### config.mk
export PLATFORM = sky130hd
export DESIGN_NAME = fx2_fifo_master
export DESIGN_NICKNAME = d
export VERILOG_FILES = /design/src/rtl/fx2_pkg.sv /design/src/rtl/fx2_pktend_timer.sv /design/src/rtl/fx2_fifo_master.sv
export SDC_FILE = /design/constraint.sdc
export NUM_CORES = 1
export LEC_CHECK = 0
export BUFFER_PORTS_ARGS = -buffer_cell sky130_fd_sc_hd__buf_2
export CORE_UTILIZATION = 40
export CTS_CLUSTER_DIAMETER = 200
export DETAILED_ROUTE_END_ITERATION = 10
export GPL_ROUTABILITY_DRIVEN = 0
export PLACE_DENSITY_LB_ADDON = 0.3
export SYNTH_ARGS = -nofsm -noshare
export SYNTH_HDL_FRONTEND = slang
export SYNTH_SLANG_ARGS = --single-unit
### constraint.sdc
create_clock -name ifclk -period 4.1 [get_ports ifclk]
set_clock_uncertainty 0.05 [all_clocks]
set_input_delay 0.82 -clock ifclk [delete_from_list [all_inputs] [get_ports ifclk]]
set_output_delay 0.82 -clock ifclk [all_outputs]
set_load 0.05 [all_outputs]
### src/rtl/fx2_pkg.sv
// fx2_pkg: shared constants and FSM state encoding for the FX2 slave-FIFO master
package fx2_pkg;
  localparam int FX2_PKT_SIZE = 512;
  localparam int PKT_CNT_W = $clog2(FX2_PKT_SIZE);
  localparam logic [1:0] DEF_OUT_ADR = 2'b10;
  localparam logic [1:0] DEF_IN_ADR = 2'b00;
  localparam logic [2:0] ST_IDLE = 3'd0;
  localparam logic [2:0] ST_ADR_OUT = 3'd1;
  localparam logic [2:0] ST_RD = 3'd2;
  localparam logic [2:0] ST_ADR_IN = 3'd3;
  localparam logic [2:0] ST_WR = 3'd4;
  localparam logic [2:0] ST_PKTEND = 3'd5;
  typedef enum logic [2:0] {
    IDLE = ST_IDLE,
    ADR_OUT = ST_ADR_OUT,
    RD = ST_RD,
    ADR_IN = ST_ADR_IN,
    WR = ST_WR,
    PKTEND = ST_PKTEND
  } fx2_state_e;
endpackage

### src/rtl/fx2_pktend_timer.sv
// fx2_pktend_timer: tracks bytes in the open IN packet and idle time, raising pend_end when a short packet should be committed
module fx2_pktend_timer
  import fx2_pkg::*;
#(
  parameter int PKTEND_TIMEOUT = 1024
) (
  input  logic clk_i,
  input  logic rst_ni,
  input  logic wr_i,
  input  logic clr_i,
  input  logic flush_i,
  output logic pend_end_o
);
  localparam logic [15:0] TMO = 16'(PKTEND_TIMEOUT);
  logic [PKT_CNT_W-1:0] pkt_q, pkt_d;
  logic [15:0] idle_q, idle_d;
  // pkt count wraps at the FX2 packet size (auto-commit); idle time saturates at the timeout
  always_comb begin
    pkt_d = clr_i ? '0 : wr_i ? pkt_q + PKT_CNT_W'(1) : pkt_q;
    idle_d = (wr_i || clr_i || pkt_q == '0) ? '0 : (idle_q < TMO) ? idle_q + 16'd1 : idle_q;
    pend_end_o = (pkt_q != '0) && (idle_q >= TMO || flush_i);
  end
  // counter registers
  always_ff @(posedge clk_i or negedge rst_ni)
    if (!rst_ni) begin
      pkt_q <= '0;
      idle_q <= '0;
    end else begin
      pkt_q <= pkt_d;
      idle_q <= idle_d;
    end
endmodule

### src/rtl/fx2_fifo_master.sv
// fx2_fifo_master: FPGA-side FX2 slave-FIFO master; optional byte/packet counters under FX2_FIFO_MASTER_STATS_EN
module fx2_fifo_master
  import fx2_pkg::*;
#(
  parameter logic [1:0] OUT_ADR = DEF_OUT_ADR,
  parameter logic [1:0] IN_ADR = DEF_IN_ADR,
  parameter int MAX_BURST = 64,
  parameter int PKTEND_TIMEOUT = 1024
) (
  input  logic        ifclk,
  input  logic        reset_n,
  output logic [1:0]  fifoadr,
  output logic        slrd,
  output logic        slwr,
  output logic        pktend,
  input  logic [7:0]  fd_in,
  output logic [7:0]  fd_out,
  output logic        fd_oe,
  input  logic        empty,
  input  logic        full,
  output logic [7:0]  rx_data,
  output logic        rx_valid,
  input  logic        rx_ready,
  input  logic [7:0]  tx_data,
  input  logic        tx_valid,
  output logic        tx_ready,
  input  logic        tx_flush
`ifdef FX2_FIFO_MASTER_STATS_EN
  ,
  output logic [31:0] rx_count,
  output logic [31:0] tx_count,
  output logic [15:0] pktend_count
`endif
);
  localparam logic [7:0] MB = 8'(MAX_BURST);
  fx2_state_e state_q, state_d;
  logic [1:0] adr_q, adr_d;
  logic [7:0] burst_q, burst_d;
  logic prefer_wr_q, prefer_wr_d;
  logic [7:0] rx_data_q, rx_data_d;
  logic rx_valid_q, rx_valid_d;
  logic want_rd, want_wr, pend_end, rd_cap, wr_cap, stall, rd_go, wr_go;
  fx2_pktend_timer #(.PKTEND_TIMEOUT(PKTEND_TIMEOUT)) u_timer (
    .clk_i(ifclk),
    .rst_ni(reset_n),
    .wr_i(wr_go),
    .clr_i(pktend),
    .flush_i(tx_flush),
    .pend_end_o(pend_end)
  );
  // request/strobe decode; a full burst yields before issuing one more strobe
  always_comb begin
    want_rd = !empty;
    want_wr = (tx_valid && !full) || pend_end;
    rd_cap = burst_q == MB && want_wr;
    wr_cap = burst_q == MB && want_rd;
    stall = rx_valid_q && !rx_ready;
    rd_go = state_q == RD && !empty && (!rx_valid_q || rx_ready) && !rd_cap;
    wr_go = state_q == WR && tx_valid && !full && !wr_cap;
    slrd = rd_go;
    slwr = wr_go;
    tx_ready = wr_go;
    pktend = state_q == PKTEND;
    fd_oe = state_q inside {ADR_IN, WR, PKTEND};
    fd_out = state_q == WR ? tx_data : 8'h00;
    fifoadr = adr_q;
    rx_data = rx_data_q;
    rx_valid = rx_valid_q;
    rx_data_d = rd_go ? fd_in : rx_data_q;
    rx_valid_d = rd_go || stall;
  end
  // next state; after an OUT burst yields, IDLE hands the bus to IN once so the directions alternate
  always_comb begin
    state_d = state_q;
    adr_d = adr_q;
    prefer_wr_d = prefer_wr_q;
    burst_d = (rd_go || wr_go) && burst_q != MB ? burst_q + 8'd1 : burst_q;
    case (state_q)
      IDLE: begin
        burst_d = '0;
        if (want_rd && !(prefer_wr_q && want_wr)) begin
          state_d = ADR_OUT;
          adr_d = OUT_ADR;
          prefer_wr_d = 1'b0;
        end else if (want_wr) begin
          state_d = ADR_IN;
          adr_d = IN_ADR;
          prefer_wr_d = 1'b0;
        end
      end
      ADR_OUT: state_d = RD;
      RD: begin
        if (empty) state_d = IDLE;
        else if (rd_cap || (stall && want_wr)) begin
          state_d = IDLE;
          prefer_wr_d = 1'b1;
        end
      end
      ADR_IN: state_d = WR;
      WR: begin
        if (!tx_valid && pend_end) state_d = PKTEND;
        else if (full || !tx_valid || wr_cap) state_d = IDLE;
      end
      PKTEND: state_d = IDLE;
      default: state_d = IDLE;
    endcase
  end
  // state and rx holding registers
  always_ff @(posedge ifclk or negedge reset_n)
    if (!reset_n) begin
      state_q <= IDLE;
      adr_q <= OUT_ADR;
      burst_q <= '0;
      prefer_wr_q <= 1'b0;
      rx_data_q <= '0;
      rx_valid_q <= 1'b0;
    end else begin
      state_q <= state_d;
      adr_q <= adr_d;
      burst_q <= burst_d;
      prefer_wr_q <= prefer_wr_d;
      rx_data_q <= rx_data_d;
      rx_valid_q <= rx_valid_d;
    end
`ifdef FX2_FIFO_MASTER_STATS_EN
  logic [31:0] rx_cnt_q, tx_cnt_q;
  logic [15:0] pk_cnt_q;
  // wrapping traffic statistics
  always_ff @(posedge ifclk or negedge reset_n)
    if (!reset_n) begin
      rx_cnt_q <= '0;
      tx_cnt_q <= '0;
      pk_cnt_q <= '0;
    end else begin
      rx_cnt_q <= rx_cnt_q + {31'd0, rd_go};
      tx_cnt_q <= tx_cnt_q + {31'd0, wr_go};
      pk_cnt_q <= pk_cnt_q + {15'd0, pktend};
    end
  assign rx_count = rx_cnt_q;
  assign tx_count = tx_cnt_q;
  assign pktend_count = pk_cnt_q;
`endif
endmodule
Word level (Yosys, flattened, before mapping)
Cells that the tools add are included.
- register bits: 48
- input bits: 23
- word-level logic and storage cells: 92
- $add $sub $neg: 3
- magnitude comparators: 2
- equal/unequal tests: 12
- multiplexer cells: 21
- reduce and logical (&&, ||, !) cells: 46
- operators by type and width (operator ; count):
    16-bit 2-to-1 mux ; 2
    8-bit 2-to-1 mux ; 3
    3-bit 2-to-1 mux ; 6
    9-bit 2-to-1 mux ; 2
    16-bit by 1-bit adder with 16-bit output, second input constant ; 1
    16-bit by 11-bit greater-or-equal comparator with 1-bit output, second input constant ; 1
    1-bit logical AND ; 16
    16-bit by 11-bit < comparator with 1-bit output, second input constant ; 1
    3-bit one-hot mux with 5 select lines ; 1
    1-bit logical OR ; 10
    2-bit nonzero test ; 5
    9-bit by 1-bit adder with 9-bit output, second input constant ; 1
    9-bit logical NOT ; 1
    9-bit nonzero test ; 1
    8-bit by 1-bit adder with 8-bit output, second input constant ; 1
    8-bit by 7-bit equality test with 1-bit output, second input constant ; 1
    1-bit logical NOT ; 8
    8-bit by 7-bit inequality test with 1-bit output, second input constant ; 1
    3-bit by 2-bit equality test with 1-bit output, second input constant ; 2
    3-bit equality test, second input constant ; 2
    1-bit 2-to-1 mux ; 4
    2-bit 2-to-1 mux ; 2
    4-bit AND reduction ; 1
    3-bit by 1-bit equality test with 1-bit output, second input constant ; 1
    10 further kinds ; 10

Logic depth before layout (Yosys ltp)
- depth in word-level cells: 11
- gate-level depth with buffers: 9

Cells and area by module
A second synthesis with hierarchy kept.
- cell total of the unflattened synthesis: 248
- area total of the unflattened synthesis: 2506.2 um^2
- modules (own cells, without submodules) (module ; instances ; cells each ; area each (um^2)):
    fx2_pktend_timer ; 1 ; 126 ; 1268.7
    fx2_fifo_master ; 1 ; 122 ; 1237.4

Least setup slack after synthesis
Ideal clock, no wire load.
- kind: in2out
- from: input empty
- to: output slrd
- arrival: 2.236 ns
- required time: 3.230 ns
- slack: 0.994 ns
- stages on the path: 4
- cells stage by stage: or4b_2 and2b_2 o21ai_4 inv_1
- word-level cells in the longest chain between the ends: 4
- ends and longest elaborated chain (what ; line ; text):
    start, declared ; fx2_fifo_master.sv:19 ; input logic empty,
    1-bit logical NOT ; fx2_fifo_master.sv:58 ; rd_go = state_q == RD && !empty && (!rx_valid_q || rx_ready) && !rd_cap;
    1-bit logical AND (3 in a row) ; fx2_fifo_master.sv:58 ;
    end, declared ; fx2_fifo_master.sv:13 ; output logic slrd,
Every way passes these cells.

Worst setup path after layout
Ends and elaborated chain as after synthesis.

==> results_tabular.tex <==
\begin{tabular}{lr}
\hline
Metric & Value \\
\hline
\multicolumn{2}{l}{\textbf{Status}} \\
Outcome & finished, final reports clean \\
\multicolumn{2}{l}{\textbf{Global routing}} \\
Wire length of the first global-routing pass & slightly above 8 mm \\
Largest net degree at the start of global routing & 48 \\
Overall routing resource usage & 0.165 \\
Met1 Use GR & 0.208 \\
Met3 track demand over resource in global routing & 0.0354 \\
Via count of the first global-routing pass & roughly 1.8k \\
Layer with the highest usage & met2 \\
GR Overflow Total & 0 \\
Antenna violations before repair & 0 \\
Fraction of met2 tracks used by global routing & 0.275 \\
\multicolumn{2}{l}{\textbf{Synth}} \\
Proportion of netlist area held by the largest area contributor & 0.473 \\
Top\_reg\_cell synth & dfrtp\_1 \\
Count of synthesis-stage warnings from yosys & 0 \\
Synthesized netlist cell count & approximately 240 \\
Post-Synthesis Cell Area & around 2400 sq um \\
Synth async-reset ratio & 1.00 \\
Cell types with the highest counts after synthesis & dfrtp\_1 (46), nor2\_1 (30), nand2\_1 (17), inv\_1 (16) \\
Most frequent cell after synthesis & dfrtp\_1 \\
Post-Synthesis Net Count & between 200 and 300 \\
Number of enable flip-flop cells after synthesis & 0 \\
Syn\_area\_per\_cell & between 10 and 15 sq um \\
Seq cells post-synth & 47 \\
Ranking of synthesized cells by area & dfrtp\_1 (47\%), nor2\_1 (4.6\%), mux2\_2 (3.7\%) \\
Cell type with the largest total area after synthesis & dfrtp\_1 \\
Distinct cell type count of the synthesized netlist & 55 \\
Part of the Yosys area used for sequential elements & 0.484 \\
\multicolumn{2}{l}{\textbf{Final layout}} \\
Share of final-layout standard cells stronger than drive strength 1 & 0.260 \\
Growth of design area from synthesis to finish & 15.4\% \\
Utilization after layout & 0.477 \\
Nets & 316 \\
Ant. Diodes & 0 \\
Number of standard cells in the layout, taps in and fillers out & 363 \\
Layout Cell Area excl Fill & $\sim$2800 sq um \\
\multicolumn{2}{l}{\textbf{Clocking}} \\
Number of cells upsized or downsized after cts & 0 \\
CTS buffer count & 5 \\
CTS Root Buffer Type & clkbuf\_8 \\
Number of buffers added for setup after CTS & 0 \\
TritonCTS clock tree & built \\
Clock tree buffer depth & 2 \\
Maximum level of the CTS H-tree & 2 \\
Clock latency reported for the late side of the worst-skew pair & 0.30 ns \\
CTS Hold Bufs & 0 \\
Clock edge transition at the registers on the reported setup and hold paths & 0.09 ns \\
Number of sinks on the clock net & 47 \\
\multicolumn{2}{l}{\textbf{Critical path}} \\
Arrival time reported for the critical path endpoint & 2.44 ns \\
Required time worst endpoint & 3.23 ns \\
Crit end category & output port \\
Launching element type of the critical path & primary input \\
Category of the critical setup timing path & in2out \\
Critical Path Fanout Max & 10 \\
\multicolumn{2}{l}{\textbf{Power and ir drop}} \\
Leak & 0.00137 uW \\
Power per cell area & approximately 610 nW/um\^{}2 \\
Peak supply drop & $\sim$0.45 mV \\
\multicolumn{2}{l}{\textbf{STA}} \\
Transition time at the pin with the least slew margin & 1.02 ns \\
Final number of max-transition violations & 0 \\
Highest clock rate & slightly above 300 MHz \\
Final sum of negative setup slack & 0 ns \\
Fin. Hold Viols & 0 \\
Worst slew margin relative to its limit & 0.319 \\
Period utilisation layout & 0.808 \\
Final setup violation count & 0 \\
Hold WS & 0.436 ns \\
Min cycle time layout & between 3 and 4 ns \\
Setup repair after global routing missed its margin & false \\
\multicolumn{2}{l}{\textbf{Die}} \\
Std-Cell Rows & 28 \\
Core outline area & a little under 6000 sq um \\
Die Height & about 80 um \\
Top-level port count & 47 \\
Die width & roughly 80 um \\
Full die area & between 6000 and 7000 sq um \\
Effective utilization at floorplan & 0.414 \\
\multicolumn{2}{l}{\textbf{Route}} \\
Count of vias placed by the detailed router & 1867 \\
Drt first-iter violations & $\sim$80 \\
Final routed DRC violation total & 0 \\
Routed WL & about 4.7 mm \\
Vias per inst & about 5 \\
Routed WL per cell & 13.0 um \\
Post-route ant nets & 0 \\
DRT Pass-1 Iters & 6 \\
\multicolumn{2}{l}{\textbf{Placed design}} \\
Placement-stage cell area & approximately 2700 sq um \\
Total instance count after detailed placement & approximately 360 \\
Number of port buffers & between 40 and 50 \\
DPL Wire Length & $\sim$3.4 mm \\
\multicolumn{2}{l}{\textbf{Min path}} \\
Path class of the lowest-slack min-delay path & reg2reg \\
\multicolumn{2}{l}{\textbf{Run}} \\
Max-capacitance violation count & 0 \\
\hline
\end{tabular}
## cell type report
| cell class | count | area, sq um |
|---|---|---|
| Fill cell | 564 | 3080 |
| Sequential cell | 47 | 1180 |
| Multi-Input combinational cell | 172 | 1160 |
| Timing Repair Buffer | 45 | 225 |
| Tap cell | 75 | 93.8 |
| Clock buffer | 5 | 68.8 |
| Inverter | 16 | 60.1 |
| Clock inverter | 3 | 25.0 |
## metal layers
layer,part of all wire,vias up
li1,-,928
met3,0.038,8
met4,0.014,0
met5,0,-
met2,0.46,45
met1,0.49,886
## registers in the layout (all words and copies together), names as in the netlist
register and count:
fifoadr 1, state_q 3, prefer_wr_q 1, rx_valid 1
burst_q 8, u_timer.pkt_q 9, rx_data 8, u_timer.idle_q 16
## cells by family (layout without fill, tap and decap cells)
logic type               count (synthesis)  after routing  share of synthesized area
AO/OA/AOI/OAI                           27             27                     0.0858
XOR/XNOR                                15             15                     0.0540
adder cells (fa/ha/maj)                  6              6                     0.0308
buffers and inverters                   23             69                     0.0401
flip-flops                              47             47                      0.484
multiplexers                            14             14                     0.0617
other                                    1              1                    0.00154
AND/OR/NAND/NOR                        109            109                      0.243
## path summary, 6_finish.rpt
path / slack, ns / end / cells after the start / from
max: 0.79 / slrd / 6 / empty
min: 0.44 / fifoadr[1] / 1 / prefer_wr_q
max reg2reg: 1.83 / rx_data[6] / 5 / u_timer.idle_q[15]
min reg2reg: 0.44 / fifoadr[1] / 1 / prefer_wr_q
max in group asynchronous: 2.73 / u_timer.pkt_q[4] / 1 / reset_n
min in group asynchronous: 0.63 / rx_data[6] / 1 / reset_n
## critical path: stages
cell     delay, ns
buf_2         0.15
or4b_2        0.70
and2b_2       0.32
o21ai_4       0.13
inv_1         0.07
buf_2         0.25
## placed cells by master (no fill, tap or decap), drive strengths merged, types with 5 or more instances in the layout
cell	count
xor2	7
inv	18
clkbuf	5
nand3	9
ha	6
xnor2	8
nor2	31
nand2	17
mux2	8
mux2i	6
nand4	9
dfrtp	46
buf	45
o21ai	8
nor3	7
and2	9
a21oi	5
## metrics by stage
step / total power (uW) / setup WS [ns]
finish: 1700 / 0.787
global route: 1810 / 0.688
CTS: 1720 / 0.782
detailed placement: 1420 / 0.799
global placement: 1410 / 0.810
floorplan: 1250 / 0.994
## where the power goes
part | internal, uW | switching [uW] | total, uW
clock network | 124 | 169 | 293
registers | 569 | 106 | 674
logic | 219 | 515 | 735
Note: power is estimated with default switching activity, not from simulation.
